`config.mk`:
```
export PLATFORM = sky130hd
export DESIGN_NAME = rsp_s2_prep_ahbic_arb_mi_flat
export DESIGN_NICKNAME = d
export VERILOG_FILES = /design/src/rtl/rsp_s2_prep_ahbic_pkg.sv /design/src/rtl/rsp_s2_prep_ahbic_arb_mi_if.sv /design/src/rtl/rsp_s2_prep_ahbic_rr_pick.sv /design/src/rtl/rsp_s2_prep_ahbic_arb_mi.sv /design/src/flat_wrapper.sv
export SDC_FILE = /design/constraint.sdc
export NUM_CORES = 1
export LEC_CHECK = 0
export BUFFER_PORTS_ARGS = -buffer_cell sky130_fd_sc_hd__buf_2
export CAP_MARGIN = 20
export CORE_MARGIN = 4
export CORE_UTILIZATION = 43
export CTS_BUF_LIST = sky130_fd_sc_hd__clkbuf_16
export DETAILED_ROUTE_END_ITERATION = 7
export PLACE_DENSITY = 0.75
export SLEW_MARGIN = 20
export SYNTH_ARGS = -nofsm -noshare
export SYNTH_HDL_FRONTEND = slang
export SYNTH_SLANG_ARGS = --single-unit
```
`constraint.sdc`:
```
create_clock -name HCLK -period 1.8 [get_ports HCLK]
set_input_delay 0.27 -clock HCLK [delete_from_list [all_inputs] [get_ports HCLK]]
set_output_delay 0.27 -clock HCLK [all_outputs]
set_load 0.02 [all_outputs]
```
`src/rtl/rsp_s2_prep_ahbic_pkg.sv`:
```
// Shared AHB interconnect definitions for the rsp_s2_prep bus matrix:
// transfer/burst codes and the burst-length helper used by the MI arbiters.
package rsp_s2_prep_ahbic_pkg;

  localparam int NUM_SI = 3;

  typedef enum logic [1:0] {
    HTRANS_IDLE   = 2'b00,
    HTRANS_BUSY   = 2'b01,
    HTRANS_NONSEQ = 2'b10,
    HTRANS_SEQ    = 2'b11
  } htrans_e;

  typedef enum logic [2:0] {
    HBURST_SINGLE = 3'b000,
    HBURST_INCR   = 3'b001,
    HBURST_WRAP4  = 3'b010,
    HBURST_INCR4  = 3'b011,
    HBURST_WRAP8  = 3'b100,
    HBURST_INCR8  = 3'b101,
    HBURST_WRAP16 = 3'b110,
    HBURST_INCR16 = 3'b111
  } hburst_e;

  // Beats remaining after the NONSEQ; undefined-length INCR behaves like SINGLE.
  function automatic logic [3:0] burst_beats(input logic [2:0] hburst);
    logic [3:0] beats;
    case (hburst)
      HBURST_SINGLE, HBURST_INCR:  beats = 4'd0;
      HBURST_WRAP4, HBURST_INCR4:  beats = 4'd3;
      HBURST_WRAP8, HBURST_INCR8:  beats = 4'd7;
      HBURST_WRAP16, HBURST_INCR16: beats = 4'd15;
      default:                     beats = 4'd0;
    endcase
    return beats;
  endfunction

endpackage

```
`src/rtl/rsp_s2_prep_ahbic_arb_mi_if.sv`:
```
// Request/response bundle between the SI stages and one MI-port arbiter.
interface rsp_s2_prep_ahbic_arb_mi_if;
  import rsp_s2_prep_ahbic_pkg::*;

  logic                  HREADYM;
  logic [NUM_SI-1:0]     req_in;
  logic [2*NUM_SI-1:0]   trans_in;
  logic [3*NUM_SI-1:0]   burst_in;
  logic [NUM_SI-1:0]     lock_in;
  logic [1:0]            addr_in_port;
  logic                  no_port;
  logic [1:0]            data_in_port;
  logic                  data_valid;
  logic [NUM_SI-1:0]     active_out;

  modport slave (
    input  HREADYM, req_in, trans_in, burst_in, lock_in,
    output addr_in_port, no_port, data_in_port, data_valid, active_out
  );

  modport master (
    output HREADYM, req_in, trans_in, burst_in, lock_in,
    input  addr_in_port, no_port, data_in_port, data_valid, active_out
  );

endinterface

```
`src/rtl/rsp_s2_prep_ahbic_rr_pick.sv`:
```
// Combinational 3-way round-robin picker: first set request after 'last'.
module rsp_s2_prep_ahbic_rr_pick (
  input  logic [2:0] req,
  input  logic [1:0] last,
  output logic [1:0] idx,
  output logic       any
);

  // Search order rotates so the previous winner has lowest priority.
  always_comb begin
    idx = 2'd0;
    any = |req;
    case (last)
      2'd0: begin
        if (req[1])      idx = 2'd1;
        else if (req[2]) idx = 2'd2;
        else             idx = 2'd0;
      end
      2'd1: begin
        if (req[2])      idx = 2'd2;
        else if (req[0]) idx = 2'd0;
        else             idx = 2'd1;
      end
      default: begin
        if (req[0])      idx = 2'd0;
        else if (req[1]) idx = 2'd1;
        else             idx = 2'd2;
      end
    endcase
  end

endmodule

```
`src/rtl/rsp_s2_prep_ahbic_arb_mi.sv`:
```
// MI-port output-stage arbiter: round-robin grant among three SI stages,
// held across defined-length bursts and locked sequences.
module rsp_s2_prep_ahbic_arb_mi
  import rsp_s2_prep_ahbic_pkg::*;
#(
  parameter logic [1:0] DFLT_SI = 2'd0
) (
  input logic                        HCLK,
  input logic                        HRESETn,
  rsp_s2_prep_ahbic_arb_mi_if.slave  bus
);

  logic [1:0]        addr_in_port_r;
  logic              no_port_r;
  logic [1:0]        data_in_port_r;
  logic              data_valid_r;
  logic [3:0]        beat_cnt_r;
  logic [1:0]        last_r;

  logic [3:0]        beat_cnt_s;
  logic [1:0]        own_trans_s;
  logic [2:0]        own_burst_s;
  logic              own_lock_s;
  logic              hold_s;
  logic [1:0]        pick_idx_s;
  logic              pick_any_s;
  logic [NUM_SI-1:0] active_s;

  rsp_s2_prep_ahbic_rr_pick u_pick (
    .req  (bus.req_in),
    .last (last_r),
    .idx  (pick_idx_s),
    .any  (pick_any_s)
  );

  // Select the current address-phase owner's transfer attributes.
  always_comb begin
    own_trans_s = HTRANS_IDLE;
    own_burst_s = HBURST_SINGLE;
    own_lock_s  = 1'b0;
    case (addr_in_port_r)
      2'd0: begin
        own_trans_s = bus.trans_in[1:0];
        own_burst_s = bus.burst_in[2:0];
        own_lock_s  = bus.lock_in[0];
      end
      2'd1: begin
        own_trans_s = bus.trans_in[3:2];
        own_burst_s = bus.burst_in[5:3];
        own_lock_s  = bus.lock_in[1];
      end
      2'd2: begin
        own_trans_s = bus.trans_in[5:4];
        own_burst_s = bus.burst_in[8:6];
        own_lock_s  = bus.lock_in[2];
      end
      default: begin
        own_trans_s = HTRANS_IDLE;
        own_burst_s = HBURST_SINGLE;
        own_lock_s  = 1'b0;
      end
    endcase
  end

  // Beat counter update; hold looks at the count after this beat so a
  // burst's own NONSEQ already keeps the grant.
  always_comb begin
    beat_cnt_s = beat_cnt_r;
    if (bus.HREADYM && !no_port_r) begin
      case (own_trans_s)
        HTRANS_IDLE:   beat_cnt_s = 4'd0;
        HTRANS_NONSEQ: beat_cnt_s = burst_beats(own_burst_s);
        HTRANS_SEQ:    beat_cnt_s = (beat_cnt_r != 4'd0) ? beat_cnt_r - 4'd1 : 4'd0;
        default:       beat_cnt_s = beat_cnt_r;
      endcase
    end else begin
      beat_cnt_s = beat_cnt_r;
    end
    hold_s = (beat_cnt_s != 4'd0) | (~no_port_r & own_lock_s);
  end

  // Owner, data-phase and burst state registers.
  always_ff @(posedge HCLK or negedge HRESETn) begin
    if (!HRESETn) begin
      addr_in_port_r <= DFLT_SI;
      no_port_r      <= 1'b1;
      data_in_port_r <= 2'd0;
      data_valid_r   <= 1'b0;
      beat_cnt_r     <= 4'd0;
      last_r         <= 2'd2;
    end else begin
      beat_cnt_r <= beat_cnt_s;
      if (bus.HREADYM) begin
        data_in_port_r <= addr_in_port_r;
        data_valid_r   <= ~no_port_r & own_trans_s[1];
        if (!hold_s) begin
          if (pick_any_s) begin
            addr_in_port_r <= pick_idx_s;
            no_port_r      <= 1'b0;
            last_r         <= pick_idx_s;
          end else begin
            no_port_r      <= 1'b1;
          end
        end
      end
    end
  end

  // One-hot owner flag decoded from registered state only.
  always_comb begin
    active_s = '0;
    for (int i = 0; i < NUM_SI; i++) begin
      active_s[i] = ~no_port_r & (addr_in_port_r == 2'(i));
    end
  end

  assign bus.addr_in_port = addr_in_port_r;
  assign bus.no_port      = no_port_r;
  assign bus.data_in_port = data_in_port_r;
  assign bus.data_valid   = data_valid_r;
  assign bus.active_out   = active_s;

endmodule

```
`src/flat_wrapper.sv`:
```
// flat-port wrapper written by rule: the top's interface ports become plain ports
module rsp_s2_prep_ahbic_arb_mi_flat import rsp_s2_prep_ahbic_pkg::*;
#(
  parameter logic [1:0] DFLT_SI = 2'd0
)
  (HCLK, HRESETn, bus_HREADYM, bus_req_in, bus_trans_in, bus_burst_in, bus_lock_in, bus_addr_in_port, bus_no_port, bus_data_in_port, bus_data_valid, bus_active_out);
  rsp_s2_prep_ahbic_arb_mi_if bus_i ();
  input logic HCLK;
  input logic HRESETn;
  input wire logic [$bits(bus_i.HREADYM)-1:0] bus_HREADYM;
  input wire logic [$bits(bus_i.req_in)-1:0] bus_req_in;
  input wire logic [$bits(bus_i.trans_in)-1:0] bus_trans_in;
  input wire logic [$bits(bus_i.burst_in)-1:0] bus_burst_in;
  input wire logic [$bits(bus_i.lock_in)-1:0] bus_lock_in;
  output wire logic [$bits(bus_i.addr_in_port)-1:0] bus_addr_in_port;
  output wire logic [$bits(bus_i.no_port)-1:0] bus_no_port;
  output wire logic [$bits(bus_i.data_in_port)-1:0] bus_data_in_port;
  output wire logic [$bits(bus_i.data_valid)-1:0] bus_data_valid;
  output wire logic [$bits(bus_i.active_out)-1:0] bus_active_out;
  assign bus_i.HREADYM = bus_HREADYM;
  assign bus_i.req_in = bus_req_in;
  assign bus_i.trans_in = bus_trans_in;
  assign bus_i.burst_in = bus_burst_in;
  assign bus_i.lock_in = bus_lock_in;
  assign bus_addr_in_port = bus_i.addr_in_port;
  assign bus_no_port = bus_i.no_port;
  assign bus_data_in_port = bus_i.data_in_port;
  assign bus_data_valid = bus_i.data_valid;
  assign bus_active_out = bus_i.active_out;
  rsp_s2_prep_ahbic_arb_mi #(.DFLT_SI(DFLT_SI)) u_core (.HCLK(HCLK), .HRESETn(HRESETn), .bus(bus_i));
endmodule
```
==> results <==
- For this run, the leading register cell type out of synthesis is sky130_fd_sc_hd__dfrtp_1.
- The CTS clock-pin slew for the worst setup and hold paths is 0.04 ns.
- The core box area is 0.00178 mm².
- Summing the sequential cell areas from Yosys gives 32.9% of the chip area.
- For this design the ratio of total power to cell area is 1820 mW/mm².
- The CTS tree is yes.
- The first detailed-routing pass ran for 4 iterations.
- The Yosys step of the flow raised 0 warnings.
- In this run the register-to-register setup slack is -0.31 ns.
- The number of placed instances, taps included is 160.
- The completed layout was analyzed and its total power is 0.00248 W.
- The final clock skew is 0.00136 ns.
- Dividing the detail-routed wire length by the instance count gives 15.2 µm.
- sky130_fd_sc_hd__dfrtp_1 takes more of the synthesized area than any other cell.
- The number of placement rows is 15.
- In the global route stage, overall resource usage came out at 20.2%.
- In this run the deepest clock path goes through 2 buffers.
- For the pin with the worst max-slew slack, the measured transition is 0.356 ns.
- In this run, synthesis produced a sequential element count of 11.
- After synthesis, the cell types taking the most area are sky130_fd_sc_hd__dfrtp_1 27%, sky130_fd_sc_hd__mux2i_1 7.1%, sky130_fd_sc_hd__dfstp_2 6.2%.
- The synthesized area per cell is 9.58 µm².
- The net count after synthesis is 114.
- The area growth from synthesis to final layout is 61.0%.
- The worst pin sits at a relative slew slack of 76.2%.
- The hold violation total from the final report is 0.
- The async set or reset register ratio after synthesis is 100%.
- Entering global routing, the biggest net connects 12 pins.
- The root cell of the clock tree is sky130_fd_sc_hd__clkbuf_16.
- Walking the worst path, the cells encountered are buf_4, mux2i_2, o2bb2ai_2, o211ai_1, nand2b_1, o21ai_2, and4b_4, mux2_4.
- The number of global-route vias before repair came to 1000.
- In this run, the number of DRC markers left after iteration 0 of detailed routing was 10.
- The final reports fail on negative setup slack.
- The most numerous cell in the Yosys netlist is sky130_fd_sc_hd__dfrtp_1.
- The flow ran to the end, but the final reports show violations.
- The synthesized design contains 0 enable-type register cells.
- The share of synthesized area in the top cell type comes to 26.7%.
- The mapped cell area is 843 µm².
- After layout, the minimum clock period comes to 2.11 ns.
- Dividing the detail-routed via count by the number of cells gives 5.52.
- The first-pass GRT wire length is 4060 µm.
- The number of slew-limit violations in the final report is 0.
- The total length of routed wires is 2560 µm.
- The count of clock tree sinks is 11.
- The commonest cells after synthesis are 9 x sky130_fd_sc_hd__dfrtp_1, 6 x sky130_fd_sc_hd__mux2i_1, 5 x sky130_fd_sc_hd__a21oi_1, 5 x sky130_fd_sc_hd__inv_1, 5 x sky130_fd_sc_hd__nor2_1.
- The number of buffers created by CTS is 3.
- For this run, the number of standard cells in the final layout without fillers is 169.
- The number of instances in the synthesized netlist is 88.
- The largest vdd supply drop is 1.18 mV.
- The number of antenna diodes in the final layout is 0.
- For the worst setup path, the data required time is 1.92 ns.
- Once routing completed, OpenROAD measured the worst setup slack at -0.313 ns.
- The largest single stage delay on the critical path is 0.43 ns.
- The worst-path maximum fanout is 5.
- The height of the die is 52.3 µm.
- The global-route congestion overflow total is 0.
- The number of design rule violations left after detail routing is 0.
- The worst path arrival time is 2.23 ns.
- The worst hold path belongs to the class input port to flip-flop.
- The worst path uses 117% of the clock period.
- Setup repair after global routing could not meet its margin everywhere.
- After synthesis, the netlist uses 38 different library cells.
- The slowest stage cell on the critical path is sky130_fd_sc_hd__dfrtp_2.
- The category of the most critical setup path is flip-flop to flip-flop.
- On the final layout, the worst hold slack is 0.373 ns.
- Once detailed placement completed, the half-perimeter wirelength came to 1930 µm.
- Fill cells in the final layout number 115.
- The number of H-tree branching levels is 1.
- The number of antenna violations at the first check in global routing is 0.
- The type of element capturing the critical path is a flip-flop.
- The tool flagged a number of max-cap violations equal to 0.
- The analysis attributes to cell leakage a power of 0.651 nW.
- The fmax is 473 MHz.
- The detail route stage leaves a number of antenna-violating nets equal to 0.
- The count of input and output buffers is 29.
- Setup violations remaining at the end of the flow were counted as 4.
- The fraction of final layout cells sized beyond drive strength 1 is 59.0%.
- The worst setup path is launched from a flip-flop.
- The via total after detailed routing is 933.
- The clock insertion delay at the later pin of the skew report is 0.24 ns.
- The number of nets in the layout is 171.
- The routability congestion estimate is 0.872.
- For this configuration, the core starts out at a cell density of 47.3%.
- The area of the die is 0.00273 mm².
- In this run the horizontal extent of the chip is 52.3 µm.
- The I/O pin total is 33.
placed cells by master, fill, tap and decap left out, types with 3 or more instances in the layout:
cell,netlist,layout
sky130_fd_sc_hd__a21oi_1,5,3
sky130_fd_sc_hd__buf_2,0,29
sky130_fd_sc_hd__buf_4,1,25
sky130_fd_sc_hd__clkbuf_16,0,3
sky130_fd_sc_hd__dfrtp_1,9,8
sky130_fd_sc_hd__inv_1,5,6
sky130_fd_sc_hd__mux2_2,3,3
sky130_fd_sc_hd__mux2i_2,0,3
sky130_fd_sc_hd__nand2_1,4,3
sky130_fd_sc_hd__nand2b_1,3,3
sky130_fd_sc_hd__nor2_1,5,5
sky130_fd_sc_hd__nor3b_1,4,4
sky130_fd_sc_hd__o21ai_1,4,5
per-layer routing:
| layer | track usage, % | up-vias | routed length [µm] |
|---|---|---|---|
| met2 | 37.6 | 46 | 1360 |
| met3 | 5.13 | 6 | 200 |
| met5 | 0 | - | 0 |
| met4 | 11.1 | 0 | 48 |
| met1 | 19.8 | 446 | 957 |
| li1 | - | 435 | - |
cell families (layout without fill, tap and decap cells):
group,Yosys count,count (layout),synth area share (%)
AOI/OAI and AO/OA,27,27,23.3
and+or+nand+nor,27,27,19.0
muxes,13,13,16.9
DFF,11,11,32.9
buffers and inverters,8,64,4.90
adders and majority gates,2,2,2.97
where the power goes:
part / internal, W / total (W) / leakage, nW / switching (W)
Combinational: 0.000817 / 0.00163 / 0.474 / 0.000813
Sequential: 0.000368 / 0.000449 / 0.135 / 0.0000814
Clock: 0.000291 / 0.000396 / 0.0423 / 0.000105
final timing paths:
check | startpoint | end | depth (start not counted)
max in group asynchronous | HRESETn | u_core.bus.no_port | 2
worst max register to register | u_core.bus.addr_in_port[1] | u_core.bus.addr_in_port[1] | 8
worst min register to register | u_core.bus.data_in_port[0] | u_core.bus.data_in_port[0] | 1
min in group asynchronous | HRESETn | u_core.bus.data_in_port[1] | 2
worst max-delay path | u_core.bus.addr_in_port[1] | u_core.bus.addr_in_port[1] | 8
worst min-delay path | bus_HREADYM | u_core.bus.data_valid | 3
worst max-delay path: cells and delay by family, from the launching register on:
| kind | cells | cell delay [ns] |
|---|---|---|
| AND/OR/NAND/NOR | 2 | 0.39 |
| flip-flops | 1 | 0.43 |
| AO/OA/AOI/OAI | 3 | 0.49 |
| buffers and inverters | 1 | 0.16 |
| multiplexers | 2 | 0.53 |
layout make-up:
type	instances	area (µm²)	share of cell area (%)
repair buffers	55	343	25.3
flip-flops and latches	11	279	20.6
well taps	25	31.3	2.30
inverters	5	18.8	1.38
clock inverters	1	3.75	0.276
multi-input cells	69	607	44.7
clock buffers	3	75.1	5.53
through the flow:
step	setup slack [ns]	TNS (ns)	utilization, %	area [µm²]
2_1_floorplan	-0.246	-0.782	-	848
3_3_place_gp	-0.267	-0.946	65.1	1160
3_5_place_dp	-0.402	-1.48	65.1	1160
4_1_cts	-0.293	-1.12	74.0	1320
5_1_grt	-0.375	-1.47	76.1	1360
6_report	-0.313	-1.22	76.1	1360
registers in the layout, indices dropped and copies added (netlist names):
register / cells
u_core.bus.data_in_port: 2
u_core.beat_cnt_r: 4
u_core.bus.no_port: 1
u_core.bus.addr_in_port: 1
u_core.last_r: 2
u_core.bus.data_valid: 1
timing repair:
action,4_1_cts,5_1_grt
pin swaps,6,5
endpoints found under the hold margin,9,0
setup endpoints to repair,4,5
setup buffers,3,1
hold buffers,1,0
gates resized for setup,8,10
(Power assumes the default switching activity.)
